### config.mk
export PLATFORM = sky130hd
export DESIGN_NAME = csaddress_branch_logic
export DESIGN_NICKNAME = d
export VERILOG_FILES = /design/src/rtl/csaddress_branch_logic.sv
export SDC_FILE = /design/constraint.sdc
export NUM_CORES = 1
export LEC_CHECK = 0
export CORE_MARGIN = 4
export CORE_UTILIZATION = 31
export CTS_CLUSTER_SIZE = 8
export DETAILED_ROUTE_END_ITERATION = 6
export PLACE_DENSITY = 0.82
export SYNTH_ARGS = -nofsm -noshare
export SYNTH_HDL_FRONTEND = slang
export SYNTH_SLANG_ARGS = --single-unit
### constraint.sdc
create_clock -name CSADDRESS_CLOCK_50 -period 4.5 [get_ports CSADDRESS_CLOCK_50]
set_clock_uncertainty 0.2 [all_clocks]
set_input_delay 1.125 -clock CSADDRESS_CLOCK_50 [delete_from_list [all_inputs] [get_ports CSADDRESS_CLOCK_50]]
set_output_delay 1.125 -clock CSADDRESS_CLOCK_50 [all_outputs]
set_load 0.005 [all_outputs]
### src/rtl/csaddress_branch_logic.sv
// Control-branch-logic stage of the microsequencer. Produces the next-select
// code, jump target and incremented address for the control-store address
// register, and keeps the PSR condition flags. While a memory access is
// outstanding it makes the sequencer reload its current address, but only for
// a bounded number of cycles. A sticky flag records any wait that ran out.
module csaddress_branch_logic #(
  parameter int DATAWIDTH_CSADDRESS = 11,
  parameter int DATAWIDTH_CBL       = 2,
  parameter int DATAWIDTH_COND      = 3,
  parameter int DATAWIDTH_FLAGS     = 4,
  parameter int WAIT_TIMEOUT        = 16
) (
  input  logic                           CSADDRESS_CLOCK_50,
  input  logic                           CSADDRESS_ResetInHigh_In,
  input  logic [DATAWIDTH_CSADDRESS-1:0] CSBRANCH_CSAddress_InBus,
  input  logic [DATAWIDTH_COND-1:0]      CSBRANCH_Cond_InBus,
  input  logic [DATAWIDTH_CSADDRESS-1:0] CSBRANCH_JumpAddr_InBus,
  input  logic                           CSBRANCH_IR13_In,
  input  logic                           CSBRANCH_SetCC_In,
  input  logic [DATAWIDTH_FLAGS-1:0]     CSBRANCH_ALUFlags_InBus,
  input  logic                           CSBRANCH_MemReq_In,
  input  logic                           CSBRANCH_MemAck_In,
  output logic [DATAWIDTH_CBL-1:0]       CSBRANCH_Tipo_OutBus,
  output logic [DATAWIDTH_CSADDRESS-1:0] CSBRANCH_JumpAddress_OutBus,
  output logic [DATAWIDTH_CSADDRESS-1:0] CSBRANCH_CSAI_OutBus,
  output logic [DATAWIDTH_FLAGS-1:0]     CSBRANCH_PSR_OutBus,
  output logic                           CSBRANCH_Stall_Out,
  output logic                           CSBRANCH_MemTimeout_Out
);

  localparam int WAITCNT_W = (WAIT_TIMEOUT > 2) ? $clog2(WAIT_TIMEOUT) : 1;
  localparam logic [WAITCNT_W-1:0] WAIT_LAST = WAITCNT_W'(WAIT_TIMEOUT - 1);

  localparam logic [DATAWIDTH_CBL-1:0] TIPO_NEXT   = DATAWIDTH_CBL'(0);
  localparam logic [DATAWIDTH_CBL-1:0] TIPO_JUMP   = DATAWIDTH_CBL'(1);
  localparam logic [DATAWIDTH_CBL-1:0] TIPO_DECODE = DATAWIDTH_CBL'(2);

  logic [DATAWIDTH_FLAGS-1:0] psrReg;
  logic [WAITCNT_W-1:0]       waitCnt;
  logic                       memTimeoutReg;
  logic                       memPending;
  logic                       waitExpired;
  logic                       stall;
  logic                       condTaken;

  // Flags are ordered {n,z,v,c}.
  logic flagN, flagZ, flagV, flagC;
  assign flagN = psrReg[DATAWIDTH_FLAGS-1];
  assign flagZ = psrReg[DATAWIDTH_FLAGS-2];
  assign flagV = psrReg[DATAWIDTH_FLAGS-3];
  assign flagC = psrReg[DATAWIDTH_FLAGS-4];

  // An access is pending until acked. The wait is released on the cycle the
  // counter reaches its last value, so a stall lasts at most WAIT_TIMEOUT-1
  // cycles.
  assign memPending  = CSBRANCH_MemReq_In & ~CSBRANCH_MemAck_In;
  assign waitExpired = (waitCnt == WAIT_LAST);
  assign stall       = memPending & ~waitExpired & ~CSADDRESS_ResetInHigh_In;

  assign CSBRANCH_Stall_Out          = stall;
  assign CSBRANCH_CSAI_OutBus        = CSBRANCH_CSAddress_InBus + DATAWIDTH_CSADDRESS'(1);
  assign CSBRANCH_JumpAddress_OutBus = stall ? CSBRANCH_CSAddress_InBus : CSBRANCH_JumpAddr_InBus;
  assign CSBRANCH_PSR_OutBus         = psrReg;
  assign CSBRANCH_MemTimeout_Out     = memTimeoutReg;

  // Evaluate the COND field against the flags as they stood at the start of the cycle.
  always_comb begin
    condTaken = 1'b0;
    case (CSBRANCH_Cond_InBus)
      3'b001:  condTaken = flagN;
      3'b010:  condTaken = flagZ;
      3'b011:  condTaken = flagV;
      3'b100:  condTaken = flagC;
      3'b101:  condTaken = CSBRANCH_IR13_In;
      3'b110:  condTaken = 1'b1;
      default: condTaken = 1'b0;
    endcase
  end

  // Select the next-address source: a stall forces a self-jump, otherwise COND decides.
  always_comb begin
    CSBRANCH_Tipo_OutBus = TIPO_NEXT;
    if (CSADDRESS_ResetInHigh_In) begin
      CSBRANCH_Tipo_OutBus = TIPO_NEXT;
    end else if (stall) begin
      CSBRANCH_Tipo_OutBus = TIPO_JUMP;
    end else if (CSBRANCH_Cond_InBus == 3'b111) begin
      CSBRANCH_Tipo_OutBus = TIPO_DECODE;
    end else if (condTaken) begin
      CSBRANCH_Tipo_OutBus = TIPO_JUMP;
    end
  end

  // Update PSR on unstalled SetCC microwords only.
  always_ff @(posedge CSADDRESS_CLOCK_50 or posedge CSADDRESS_ResetInHigh_In) begin
    if (CSADDRESS_ResetInHigh_In) begin
      psrReg <= '0;
    end else if (CSBRANCH_SetCC_In && !stall) begin
      psrReg <= CSBRANCH_ALUFlags_InBus;
    end
  end

  // Count stalled cycles of the current access; any ack or idle cycle restarts it,
  // and an expired wait restarts it while latching the sticky timeout flag.
  always_ff @(posedge CSADDRESS_CLOCK_50 or posedge CSADDRESS_ResetInHigh_In) begin
    if (CSADDRESS_ResetInHigh_In) begin
      waitCnt       <= '0;
      memTimeoutReg <= 1'b0;
    end else if (!memPending) begin
      waitCnt <= '0;
    end else if (stall) begin
      waitCnt <= waitCnt + WAITCNT_W'(1);
    end else begin
      waitCnt       <= '0;
      memTimeoutReg <= 1'b1;
    end
  end

endmodule

==> results.toml, run 1 <==
[flow_run]
maxCapViolations = 0

[cts]
clk_path_buf_depth = 2
cts.sinks = 9
postCtsSetupBuffers = 0
cts_tree = "done"
root_buffer = "clkbuf_4"
cts_buffers = 3
insertion_delay_ns = 0.27
cts_hold_buf = 0
clkTransAtPathRegs_ns = 0.06
ctsResizeCount = 0
ctsHtreeMaxLevel = 1

[floorplanning]
placementRows = 17
die-width_um = 57.6
die_area_sq_mm = 0.00332
start_util_pct = 33.5
ios = 65
core_area_sq_mm = 0.00228
die_y_um = 57.6

[setup_path]
crit_type = "in2out"
endpoint = "CSBRANCH_JumpAddress_OutBus[2]"
end_kind = "primary output"
start_kind = "primary input"
cp_max_fo = 18
crit_path_start = "CSBRANCH_MemReq_In"
cp.arrival_ns = 3.08
regToRegSetupSlack_ns = 2.67
reg2regPathDepth = 4
rr_startpoint = "waitCnt[0]"
r2r_end = "CSBRANCH_PSR_OutBus[1]"
critPathRequiredTime_ns = 3.17

[route]
vias = 880
wl_met3_um = 302
wl_met2_um = 1300
wirelength_um = 2690
drc = 0
drt_first_pass_iters = 4
wl_per_cell_um = 15.2
top_layer = "met4"
route.antenna.remaining_nets = 0
met1Wirelength_um = 1040
viasPerCell = 4.97
dr.first_iter.drc_count = 20

[global_route]
grt_pass1_vias = 940
antenna_found_initial = 0
grt_max_degree = 19
grt_pass1_wl_um = 4270
grt_overflow = 0
gr-usage-all-layers_pct = 17.1

[yosys]
yosys_warnings = 0
syn_area_sq_um = 762
synth_common_cells = "mux2_2, dfrtp_1, inv_1, nand3_1, o21ai_0"
ys_top_cells_by_area = "dfrtp_1, mux2_2, xor2_1"
synth_edf_count = 0
seq_area_frac_synth_pct = 29.6
syn_nets = 119
synth_top_area_share_pct = 29.6
syn-instance-count = 82
ys_types = 25
dominantRegCellSynth = "dfrtp_1"
async_reset_ff_share_pct = 100
synth.most_common_cell = "mux2_2"
yosysTopAreaCell = "dfrtp_1"
avgSynthCellArea_sq_um = 9.29
synth-seq-cells = 9

[power_and_ir_drop]
switching_share_pct = 26.4
pwr-share-comb_pct = 42.5
internal-power_mw = 0.195
peakVddDrop_uv = 110
p_switching_mw = 0.0700
power.density_mw_per_mm2 = 183
sequentialPowerShare_pct = 33.7
p_leak_nw = 0.606
pwr-share-clk_pct = 23.8

[sta]
hold_violations = 0
fmax_ghz = 0.227
setup_viol = 0
slew_headroom_pct = 75.9
period_needed_ns = 4.40
finalCritPeriodShare_pct = 97.9
worst_pin_slew_ns = 0.358
tns_ns = 0
rsz0062_at_grt = "false"
slew_viol_final = 0

[placed_design]
gp_congestion = 0.839
dp.final_hpwl_um = 2290
io_buffers = 64

[cells_and_area]
post-route-util_pct = 63.7
regArea_sq_um = 225
antenna_cells = 0
layout-drive-gt1-share_pct = 13.4
multi_input_area_sq_um = 488
area_growth_pct = 90.3
fin_nets = 187
fillers = 192

[run_status]
outcome = "finished, final reports clean"

[worst_hold_path]
hold_depth = 1
min_path_type = "reg2reg"
[routing by layer]
| metal | GRT usage, % | up-vias |
|---|---|---|
| li1 | - | 425 |
| met1 | 18.3 | 396 |
| met2 | 29.2 | 54 |
| met3 | 7.69 | 5 |
| met4 | 6.95 | 0 |
| met5 | 0 | - |
[logic make-up after synthesis]
kind of cell / after synthesis / share of synthesized area, %
fa+ha+maj: 2 / 3.28
compound gates: 12 / 10.5
flops: 9 / 29.6
mux: 13 / 19.0
xor+xnor: 11 / 12.6
simple gates: 26 / 18.6
buf+inv: 9 / 6.40
[final cells by class]
cell class / count / share of cell area [%]
Multi-Input combinational cell: 64 / 33.6
Timing Repair Buffer: 65 / 44.7
Clock inverter: 1 / 0.345
Tap cell: 28 / 2.42
Inverter: 7 / 1.81
Sequential cell: 9 / 15.5
Clock buffer: 3 / 1.55
[through the flow]
step	power, mW	std cells	area, sq um	hold WS [ns]	setup WS [ns]
after global placement	0.202	173	1420	0.247	0.145
after global routing	0.283	177	1450	0.288	0.000468
after detailed placement	0.204	173	1420	0.251	0.0973
final	0.265	177	1450	0.258	0.0964
after floorplan	0.125	82	762	0.229	1.08
after CTS	0.270	177	1450	0.260	0.0899
[state kept, by name (all words and copies together) (netlist names)]
signal                   count
CSBRANCH_PSR_OutBus          4
waitCnt                      4
CSBRANCH_MemTimeout_Out      1
[power groups by stage]
stage          sequential, mW  combinational [mW]  clock [mW]
2_1_floorplan          0.0907              0.0340           0
3_3_place_gp           0.0905               0.111           0
3_5_place_dp           0.0909               0.113           0
4_1_cts                0.0894               0.114      0.0663
5_1_grt                0.0899               0.121      0.0721
6_report               0.0893               0.113      0.0630
[worst min path at each step]
stage | start | slack, ns | endpoint
floorplan | waitCnt[0] | 0.23 | waitCnt[0]
global placement | waitCnt[0] | 0.25 | waitCnt[0]
detailed placement | waitCnt[0] | 0.25 | waitCnt[0]
CTS | waitCnt[0] | 0.26 | waitCnt[0]
global route | waitCnt[0] | 0.29 | waitCnt[0]
finish | waitCnt[0] | 0.26 | waitCnt[0]
[layout by cell type, fill, tap and decap left out, types with 2 or more instances in the layout]
cell             count
clkdlybuf4s50_1     64
mux2_2              12
dfrtp_1              9
inv_1                7
nand3_1              7
o21ai_0              7
xor2_1               6
nor2_1               6
xnor2_1              5
nor3_1               3
nand2_1              3
clkbuf_4             3
ha_1                 2
[worst max-delay path: stages]
cell             delay, ns
clkdlybuf4s50_1       0.49
or3b_4                0.42
nand2b_4              0.26
mux2_2                0.27
clkdlybuf4s50_1       0.51
No activity file was read; power rests on OpenSTA's default activity.
==> run 2: changes to the inputs <==
--- a/config.mk
+++ b/config.mk
@@ -5,7 +5,7 @@
 export SDC_FILE = /design/constraint.sdc
 export NUM_CORES = 1
 export LEC_CHECK = 0
-export CORE_MARGIN = 4
+export CORE_MARGIN = 2
 export CORE_UTILIZATION = 31
 export CTS_CLUSTER_SIZE = 8
 export DETAILED_ROUTE_END_ITERATION = 6
==> results.toml, run 2 (synthesized netlist as in run 1, its figures left out) <==
[cts]
cts_tree = "done"
ctsHtreeMaxLevel = 1
ctsResizeCount = 0
insertion_delay_ns = 0.26
root_buffer = "clkbuf_4"
cts_buffers = 3
postCtsSetupBuffers = 0
clk_path_buf_depth = 2
cts_hold_buf = 0
cts.sinks = 9
clkTransAtPathRegs_ns = 0.06

[cells_and_area]
fin_nets = 187
layout-drive-gt1-share_pct = 13.4
fillers = 194
area_growth_pct = 90.3
multi_input_area_sq_um = 488
antenna_cells = 0
mostFrequentLayoutCells = "clkdlybuf4s50_1, mux2_2, dfrtp_1"
final_common_cell = "clkdlybuf4s50_1"
regArea_sq_um = 225

[setup_path]
regToRegSetupSlack_ns = 2.67
reg2regPathDepth = 4
r2r_end = "CSBRANCH_PSR_OutBus[0]"
crit_chain = "clkdlybuf4s50_1 -> or3b_4 -> nand2b_4 -> o21ai_0 -> clkdlybuf4s50_1"
end_kind = "primary output"
cp.arrival_ns = 3.10
path_delay_family = "buffers and inverters"
path_common_cell = "clkdlybuf4s50_1"
crit_type = "in2out"
critPathRequiredTime_ns = 3.17
rr_startpoint = "waitCnt[0]"
critPathBufInv = 2
max_stage_delay_ns = 0.55
start_kind = "primary input"
cp_max_fo = 18
worst_path_max_delay_cell = "clkdlybuf4s50_1"

[sta]
slew_headroom_pct = 72.9
worst_pin_slew_ns = 0.403
fmax_ghz = 0.226
hold_violations = 0
tns_ns = 0
finalCritPeriodShare_pct = 98.3
period_needed_ns = 4.42
setup_viol = 0
slew_viol_final = 0
rsz0062_at_grt = "false"
whs_ns = 0.263

[worst_hold_path]
holdPathEnd = "waitCnt[0]"
min_path_type = "reg2reg"
hold_depth = 1
hp-start = "waitCnt[0]"

[floorplanning]
ios = 65
placementRows = 17
die-width_um = 53.6
core_area_sq_mm = 0.00228
die_y_um = 53.6
die_area_sq_mm = 0.00287
start_util_pct = 33.5

[power_and_ir_drop]
power.density_mw_per_mm2 = 183
power.total_mw = 0.265
p_leak_nw = 0.606
peakVddDrop_uv = 132

[placed_design]
dp.final_hpwl_um = 2220
io_buffers = 64
gp_congestion = 0.693

[route]
wl_per_cell_um = 14.6
drt_first_pass_iters = 4
drc = 0
viasPerCell = 5.04
vias = 892
dr.first_iter.drc_count = 2
route.antenna.remaining_nets = 0
wirelength_um = 2590

[global_route]
grt_overflow = 0
grt_pass1_wl_um = 4160
grt_pass1_vias = 987
gr-usage-all-layers_pct = 20.1
grt_max_degree = 19
antenna_found_initial = 0

[flow_run]
maxCapViolations = 0

[run_status]
outcome = "finished, final reports clean"
==> run 2: cell counts in the layout (fill, tap and decap cells not counted) <==
No cell type changed its count.
==> run 2: area by class of cell <==
cell class	count	area share, %
inverters	7	1.81
flip-flops and latches	9	15.5
well taps	28	2.42
multi-input cells	64	33.6
clock inverters	1	0.345
clock buffers	3	1.55
repair buffers	65	44.7
==> run 2: routing by layer <==
layer | track usage, % | up-vias | wire, um
met1 | 19.8 | 406 | 940
met4 | 7.69 | 0 | 65
met2 | 36.6 | 55 | 1260
met3 | 8.89 | 6 | 321
li1 | - | 425 | -
met5 | 0 | - | 0
==> run 2: stage by stage <==
stage	util (%)	setup slack [ns]	area, sq um	std cells
3_3_place_gp	62.5	0.0584	1420	173
6_report	63.7	0.0775	1450	177
5_1_grt	63.7	0.0136	1450	177
4_1_cts	63.7	0.0813	1450	177
3_5_place_dp	62.5	0.0946	1420	173
2_1_floorplan	-	1.08	762	82
==> run 2: power breakdown <==
part	leakage [nW]	switching (mW)	total [mW]	internal, mW
clock network	0.0177	0.0297	0.0625	0.0328
logic	0.477	0.0366	0.113	0.0763
registers	0.111	0.00356	0.0893	0.0857
total	0.606	0.0698	0.265	0.195
==> run 2: worst max-delay path by stage <==
stage	startpoint	to	slack [ns]	cells past startpoint
after floorplan	CSADDRESS_ResetInHigh_In	CSBRANCH_JumpAddress_OutBus[0]	1.08	5
after global placement	CSBRANCH_MemReq_In	CSBRANCH_JumpAddress_OutBus[6]	0.06	5
after detailed placement	CSBRANCH_MemReq_In	CSBRANCH_JumpAddress_OutBus[8]	0.09	5
after CTS	CSBRANCH_MemReq_In	CSBRANCH_JumpAddress_OutBus[6]	0.08	5
after global routing	CSBRANCH_MemReq_In	CSBRANCH_JumpAddress_OutBus[6]	0.01	5
final	CSBRANCH_MemReq_In	CSBRANCH_JumpAddress_OutBus[6]	0.08	5
==> run 2: worst register-to-register path, stage by stage, from the launching register on <==
cell and delay (ns):
dfrtp_1 0.40, ha_1 0.24, and3_1 0.24, o21ai_2 0.27
mux2_2 0.37
==> run 3: changes to the inputs <==
--- a/config.mk
+++ b/config.mk
@@ -5,11 +5,12 @@
 export SDC_FILE = /design/constraint.sdc
 export NUM_CORES = 1
 export LEC_CHECK = 0
+export ABC_AREA = 1
 export CORE_MARGIN = 2
 export CORE_UTILIZATION = 31
 export CTS_CLUSTER_SIZE = 8
 export DETAILED_ROUTE_END_ITERATION = 6
-export PLACE_DENSITY = 0.82
+export PLACE_DENSITY = 0.8
 export SYNTH_ARGS = -nofsm -noshare
 export SYNTH_HDL_FRONTEND = slang
 export SYNTH_SLANG_ARGS = --single-unit
==> results.toml, run 3 <==
[run_status]
outcome = "finished, final reports clean"

[global_route]
globalRouteMet1Util_pct = 20.1
grtUsageMet3_pct = 2.46
grt_use_met2_pct = 34.3
grt_max_degree = 11
gr-usage-all-layers_pct = 18.4
top_usage_layer = "met2"
antenna_found_initial = 0
grt_pass1_wl_um = 3990
grt_pass1_vias = 978
grt_overflow = 0

[floorplanning]
ios = 65
die-width_um = 54.9
die_y_um = 54.9
placementRows = 18
start_util_pct = 32.7
die_area_sq_mm = 0.00301
core_area_sq_mm = 0.00245

[power_and_ir_drop]
peakVddDrop_uv = 119
p_switching_mw = 0.0763
pwr-share-comb_pct = 43.1
pwr-share-clk_pct = 23.8
internal-power_mw = 0.191
switching_share_pct = 28.5
p_leak_nw = 0.727
sequentialPowerShare_pct = 33.2
power.density_mw_per_mm2 = 176

[cts]
root_buffer = "clkbuf_4"
clk_path_buf_depth = 2
cts_tree = "done"
insertion_delay_ns = 0.26
cts_buffers = 3
cts_hold_buf = 0
ctsResizeCount = 0
cts.sinks = 9
clkTransAtPathRegs_ns = 0.06
postCtsSetupBuffers = 0
ctsHtreeMaxLevel = 1

[yosys]
seq_area_frac_synth_pct = 28.1
synth.most_common_cell = "nand2_1"
avgSynthCellArea_sq_um = 6.32
syn-instance-count = 127
synth_top_area_share_pct = 28.1
yosys_warnings = 0
ys_types = 21
async_reset_ff_share_pct = 100
synth-seq-cells = 9
synth_common_cells = "nand2_1, nand3_1, inv_1"
dominantRegCellSynth = "dfrtp_1"
ys_top_cells_by_area = "dfrtp_1, nand2_1, nand3_1"
yosysTopAreaCell = "dfrtp_1"
syn_nets = 164
synth_edf_count = 0
syn_area_sq_um = 802

[sta]
tns_ns = 0
worst_pin_slew_ns = 0.281
rsz0062_at_grt = "false"
slew_headroom_pct = 81.2
period_needed_ns = 4.28
finalCritPeriodShare_pct = 95.1
setup_viol = 0
whs_ns = 0.280
hold_violations = 0
fmax_ghz = 0.234
slew_viol_final = 0

[setup_path]
start_kind = "primary input"
crit_type = "in2out"
cp.arrival_ns = 2.95
critPathRequiredTime_ns = 3.17
cp_max_fo = 9
end_kind = "primary output"

[placed_design]
gp_congestion = 0.860
io_buffers = 64
dp.final_hpwl_um = 2250

[route]
drt_first_pass_iters = 4
viasPerCell = 4.76
dr.first_iter.drc_count = 21
route.antenna.remaining_nets = 0
drc = 0
vias = 1075
wirelength_um = 2660
wl_per_cell_um = 11.8

[cells_and_area]
layout-drive-gt1-share_pct = 7.14
mostFrequentLayoutCells = "clkdlybuf4s50_1, nand2_1, nand3_1, inv_1, dfrtp_1"
fin_nets = 234
area_growth_pct = 89.7
final_common_cell = "clkdlybuf4s50_1"
antenna_cells = 0

[worst_hold_path]
min_path_type = "reg2reg"

[flow_run]
maxCapViolations = 0
==> run 3: cell types whose count changed in the layout (fill, tap and decap cells not counted), moves of 2 or more <==
cell | before | now
nand2_1 | 3 | 43
mux2_2 | 12 | 0
nand3_1 | 7 | 16
inv_1 | 7 | 15
xnor2_1 | 5 | 0
o21ai_1 | 0 | 4
buf_4 | 1 | 4
nor2_2 | 0 | 2
==> run 3: worst max-delay path, cell delays in order <==
cell	delay [ns]
clkdlybuf4s50_1	0.45
inv_1	0.04
nor2_2	0.11
nand3_1	0.24
buf_4	0.25
o21ai_0	0.20
clkdlybuf4s50_1	0.54
==> run 3: power groups by stage <==
| stage | registers (mW) | logic (mW) | clock network [mW] |
|---|---|---|---|
| after floorplan | 0.0901 | 0.0350 | 0 |
| final | 0.0887 | 0.115 | 0.0636 |
| after global placement | 0.0902 | 0.113 | 0 |
| after detailed placement | 0.0903 | 0.115 | 0 |
| after global routing | 0.0895 | 0.126 | 0.0666 |
| after CTS | 0.0887 | 0.116 | 0.0642 |
==> run 3: cell families after synthesis <==
family / after synthesis / share of synthesized area [%]
AO/OA/AOI/OAI: 14 / 9.05
buffers and inverters: 19 / 9.36
adder cells (fa/ha/maj): 2 / 3.12
flip-flops: 9 / 28.1
XOR/XNOR: 6 / 6.55
AND/OR/NAND/NOR: 77 / 43.8
==> run 3: final cells by class <==
cell class | instances | area [sq um]
sequential | 9 | 225
multi-input combinational | 99 | 502
tap | 30 | 37.5
inverter | 16 | 60.1
timing repair buffer | 68 | 671
fill | 234 | 933
clock buffer | 4 | 26.3
==> run 3: per-stage QoR <==
step	worst slack, ns	power [mW]	cell area, sq um	util, %	instances
4_1_cts	0.213	0.269	1520	62.0	226
3_5_place_dp	0.203	0.206	1500	60.9	222
3_3_place_gp	0.310	0.204	1500	60.9	222
2_1_floorplan	1.26	0.125	802	-	127
5_1_grt	0.0660	0.282	1520	62.0	226
6_report	0.221	0.268	1520	62.0	226
==> run 3: final timing paths <==
kind	to	slack, ns	startpoint	cells past startpoint
max in group asynchronous	CSBRANCH_PSR_OutBus[1]	2.95	CSADDRESS_ResetInHigh_In	3
min in group asynchronous	CSBRANCH_MemTimeout_Out	1.01	CSADDRESS_ResetInHigh_In	3
hold reg to reg	waitCnt[0]	0.28	waitCnt[0]	1
setup / recovery	CSBRANCH_JumpAddress_OutBus[3]	0.22	CSBRANCH_MemReq_In	7
hold / removal	waitCnt[0]	0.28	waitCnt[0]	1
setup reg to reg	CSBRANCH_PSR_OutBus[1]	2.80	waitCnt[0]	7
==> run 3: per-layer routing <==
layer / vias to the layer above / wire, um
met5: - / 0
met4: 0 / 27
met3: 4 / 191
met2: 41 / 1400
met1: 480 / 1040
li1: 550 / -
